## config.mk

```make
export PLATFORM = sky130hd
export DESIGN_NAME = jk_excite_driver
export DESIGN_NICKNAME = d
export VERILOG_FILES = /design/src/rtl/jk_drv_pkg.sv /design/src/rtl/jk_excite.sv /design/src/rtl/jk_excite_driver.sv
export SDC_FILE = /design/constraint.sdc
export NUM_CORES = 1
export LEC_CHECK = 0
export ABC_AREA = 1
export BUFFER_PORTS_ARGS = -buffer_cell sky130_fd_sc_hd__buf_4
export CORE_AREA = 5 5 42 44
export DETAILED_ROUTE_END_ITERATION = 12
export DIE_AREA = 0 0 47 49
export PLACE_DENSITY = 0.73
export SLEW_MARGIN = 20
export SYNTH_ARGS = -nofsm -noshare
export SYNTH_HDL_FRONTEND = slang
export SYNTH_SLANG_ARGS = --single-unit
```

## constraint.sdc

```tcl
create_clock -name CP -period 1.81 [get_ports CP]
set_input_delay 0.0905 -clock CP [delete_from_list [all_inputs] [get_ports CP]]
set_output_delay 0.0905 -clock CP [all_outputs]
set_load 0.005 [all_outputs]
```

## src/rtl/jk_drv_pkg.sv

```systemverilog
// Shared types and constants for the JK flip-flop excitation driver.
// Holds the FSM state type, the {J,K} excitation encodings and default sizes.
package jk_drv_pkg;

  localparam int DEF_WIDTH     = 4;
  localparam int DEF_ERR_CNT_W = 8;

  typedef enum logic [1:0] {
    IDLE  = 2'd0,
    DRIVE = 2'd1,
    CHECK = 2'd2
  } state_t;

  // {J,K} pairs; don't-care entries resolve to 0 so toggle is never produced
  localparam logic [1:0] EXC_HOLD  = 2'b00;
  localparam logic [1:0] EXC_SET   = 2'b10;
  localparam logic [1:0] EXC_RESET = 2'b01;

  function automatic logic [1:0] jk_excitation(input logic q, input logic q_next);
    case ({q, q_next})
      2'b01:   return EXC_SET;
      2'b10:   return EXC_RESET;
      default: return EXC_HOLD;
    endcase
  endfunction

endpackage

```

## src/rtl/jk_excite.sv

```systemverilog
// Per-bit JK excitation: inverse of the JK characteristic function,
// mapping (current Q, requested next Q) to (J, K).
module jk_excite
  import jk_drv_pkg::*;
(
  input  logic i_q,
  input  logic i_q_next,
  output logic o_j,
  output logic o_k
);

  logic [1:0] w_jk;

  assign w_jk = jk_excitation(i_q, i_q_next);
  assign o_j  = w_jk[1];
  assign o_k  = w_jk[0];

endmodule

```

## src/rtl/jk_excite_driver.sv

```systemverilog
// Drives a JK flip-flop bank to a requested word: accept, excite for one cycle, check.
// Define JK_DRV_CHECK_EN to enable the Q-vs-target comparator, err pulse and err_cnt.
module jk_excite_driver
  import jk_drv_pkg::*;
#(
  parameter int WIDTH     = DEF_WIDTH,
  parameter int ERR_CNT_W = DEF_ERR_CNT_W
) (
  input  logic                 CP,
  input  logic                 n_rst,
  input  logic                 tgt_valid,
  input  logic [WIDTH-1:0]     tgt_data,
  output logic                 tgt_ready,
  input  logic [WIDTH-1:0]     Q,
  output logic [WIDTH-1:0]     J,
  output logic [WIDTH-1:0]     K,
  output logic                 busy,
  output logic                 done,
  output logic                 err,
  output logic [ERR_CNT_W-1:0] err_cnt
);

  state_t           r_state;
  state_t           w_next;
  logic             r_ready;
  logic             r_done;
  logic [WIDTH-1:0] r_j;
  logic [WIDTH-1:0] r_k;
  logic [WIDTH-1:0] w_j;
  logic [WIDTH-1:0] w_k;
  logic             w_accept;

  for (genvar gi = 0; gi < WIDTH; gi++) begin : g_exc
    jk_excite u_exc (
      .i_q      (Q[gi]),
      .i_q_next (tgt_data[gi]),
      .o_j      (w_j[gi]),
      .o_k      (w_k[gi])
    );
  end

  // r_ready is low out of reset, so the state check alone is not enough
  assign w_accept = (r_state == IDLE) && tgt_valid && r_ready;

  always_comb begin
    w_next = r_state;
    case (r_state)
      IDLE:    if (w_accept) w_next = DRIVE;
      DRIVE:   w_next = CHECK;
      CHECK:   w_next = IDLE;
      default: w_next = IDLE;
    endcase
  end

  always_ff @(posedge CP or negedge n_rst) begin
    if (!n_rst) begin
      r_state <= IDLE;
      r_ready <= 1'b0;
      r_done  <= 1'b0;
      r_j     <= '0;
      r_k     <= '0;
    end else begin
      r_state <= w_next;
      r_ready <= (w_next == IDLE);
      r_done  <= (r_state == CHECK);
      // Excitation exists only for the DRIVE cycle; every other cycle holds
      if (w_accept) begin
        r_j <= w_j;
        r_k <= w_k;
      end else begin
        r_j <= '0;
        r_k <= '0;
      end
    end
  end

  assign tgt_ready = r_ready;
  assign busy      = (r_state != IDLE);
  assign done      = r_done;
  assign J         = r_j;
  assign K         = r_k;

`ifdef JK_DRV_CHECK_EN
  localparam logic [ERR_CNT_W-1:0] CNT_MAX = '1;

  logic [WIDTH-1:0]     r_tgt;
  logic                 r_err;
  logic [ERR_CNT_W-1:0] r_err_cnt;
  logic                 w_mismatch;

  assign w_mismatch = (r_state == CHECK) && (Q != r_tgt);

  always_ff @(posedge CP or negedge n_rst) begin
    if (!n_rst) begin
      r_tgt     <= '0;
      r_err     <= 1'b0;
      r_err_cnt <= '0;
    end else begin
      if (w_accept) begin
        r_tgt <= tgt_data;
      end
      r_err <= w_mismatch;
      if (w_mismatch && (r_err_cnt != CNT_MAX)) begin
        r_err_cnt <= r_err_cnt + 1'b1;
      end
    end
  end

  assign err     = r_err;
  assign err_cnt = r_err_cnt;
`else
  assign err     = 1'b0;
  assign err_cnt = '0;
`endif

endmodule
```

==> flow_metrics.tcl <==
set metrics [dict create \
    drc 0 \
    maxCapViolCount 0 \
    core_sq_um 1400 \
    ys.warnings.count 0 \
    drive_gt1_frac 0.329 \
    cp_max_fo 3 \
    min_period_over_period 0.601 \
    antenna_cells 0 \
    arrival_ns 1.00 \
    die_y_um 49 \
    syn_area_sq_um 512 \
    final_cell_mix "buf_4, inv_1, dfrtp_1" \
    layout_commonest_cell "buf_4" \
    clkTransAtPathRegs_ns 0.07 \
    dp.final_hpwl_um 723 \
    row_count 14 \
    skew_ns 0.00149 \
    yosysSeqAreaShare 0.587 \
    antenna_found_initial 0 \
    dp.cells 93 \
    clk_latency_ns 0.27 \
    dp_slack_ns 0.954 \
    tns_ns 0 \
    peakVddDrop_uv 335 \
    area_growth_pct 36.4 \
    ys_ff_latch 12 \
    leakagePower_nw 0.438 \
    ff_latch_area_sq_um 300 \
    critical_path_class "reg -> out" \
    hold_viol_final 0 \
    cts_num_sinks 12 \
    die_area_sq_um 2300 \
    start_util 0.365 \
    cts_tree "done" \
    rsz0062_at_grt "false" \
    timing.fmax_ghz 0.920 \
    outcome "completed" \
    root_buffer "clkbuf_4" \
    die_width_um 47 \
    clock_path_buffers 2 \
    hp-class "in -> reg" \
    fin_cells 98 \
    vias 382 \
    grt_max_degree 13 \
    viasPerCell 3.90 \
    place_congestion 0.711 \
    avgSynthCellArea_sq_um 8.98 \
    grt_pass1_vias 369 \
    wire_per_inst_um 8.93 \
    io_buffers 21 \
    end_kind "output pin" \
    num-fill-cells 132 \
    powerDensity_nw_per_um2 1090 \
    cp.required_ns 1.72 \
    setup_viol 0 \
    fin_ws_ns 0.722 \
    final_antenna_net_count 0 \
    synth.distinct_cells 9 \
    synth_cells 57 \
    first_pass_iters 4 \
    final_util 0.498 \
    routed_wl_um 875 \
    period_needed_ns 1.09 \
    cp-start-kind "register" \
    multi_input_area_sq_um 125 \
    grt_overflow 0 \
    grt_pass1_wl_um 1400 \
    drv_slew 0 \
    htreeDepth 1 \
    post-cts-setup-buffer-count 0 \
    cts_inserted_buffers 3 \
    grt_usage 0.0875 \
    io_pins 31 \
    drt_iter0_drc 4 \
    nNetsFinal 94 \
]
==> synthesized netlist by cell type <==
master    n  area [sq um]
conb_1    1          3.75
nand2_2   1          6.26
dfrtp_1  12           300
nor2_2    1          6.26
a21o_1    1          7.51
buf_4     9          67.6
inv_1    13          48.8
nor2_1   10          37.5
nand2_1   9          33.8
==> per-stage QoR <==
stage / hold WS [ns] / power, mW / cell area (sq um)
after CTS: 0.0357 / 0.778 / 698
after detailed placement: -0.0648 / 0.565 / 652
final: 0.0481 / 0.761 / 698
after global routing: 0.0545 / 0.816 / 698
after floorplan: -0.205 / 0.458 / 542
after global placement: -0.0685 / 0.555 / 652
==> what timing repair did <==
item                                   4_1_cts  5_1_grt
gates resized for setup                      0        0
hold buffers                                 1        0
endpoints found under the hold margin       12        0
==> kinds of logic (layout without fill, tap and decap cells) <==
family,Yosys count,in the layout,synth area share
buffers and inverters,22,39,0.227
other,1,9,0.00733
AO/OA/AOI/OAI,1,1,0.0147
flip-flops,12,12,0.587
AND/OR/NAND/NOR,21,21,0.164
==> area by class of cell <==
class                           count  area share
Sequential cell                    12       0.430
Timing Repair Buffer               22       0.240
Multi-Input combinational cell     31       0.179
Inverter                           13      0.0699
Clock buffer                        4      0.0520
Tap cell                           16      0.0287
==> metal layers <==
layer / wire (um) / up-vias / GRT usage
li1: - / 190 / -
met1: 279 / 164 / 0.0907
met2: 419 / 24 / 0.131
met3: 149 / 4 / 0.0258
met4: 27 / 0 / 0.0829
met5: 0 / - / 0
==> final timing paths <==
kind                                       from             endpoint  slack, ns  cells past startpoint
max                        r_state[0]$_DFF_PN0_                 busy       0.72                      3
min                                        Q[0]       J[0]$_DFF_PN0_       0.05                      4
max reg2reg                r_state[0]$_DFF_PN0_       J[2]$_DFF_PN0_       0.93                      3
min reg2reg                r_state[0]$_DFF_PN0_       done$_DFF_PN0_       0.48                      1
max in group asynchronous                 n_rst       K[1]$_DFF_PN0_       1.47                      2
min in group asynchronous                 n_rst  tgt_ready$_DFF_PN0_       0.20                      2
==> state kept, by name (all words and copies together), names as in the netlist <==
name and flops:
K 4, r_state 2, done 1, J 4, tgt_ready 1
==> where the power goes <==
group,switching (mW),total (mW),leakage [nW],internal (mW)
Clock,0.0826,0.205,0.0210,0.122
Sequential,0.0300,0.351,0.161,0.321
Combinational,0.0981,0.205,0.256,0.107
==> critical path, stage by stage, from the launching register on <==
cell and delay [ns]:
dfrtp_1 0.41, nor2_2 0.15, inv_1 0.05, buf_4 0.13
Power figures use the tool's default switching activity.
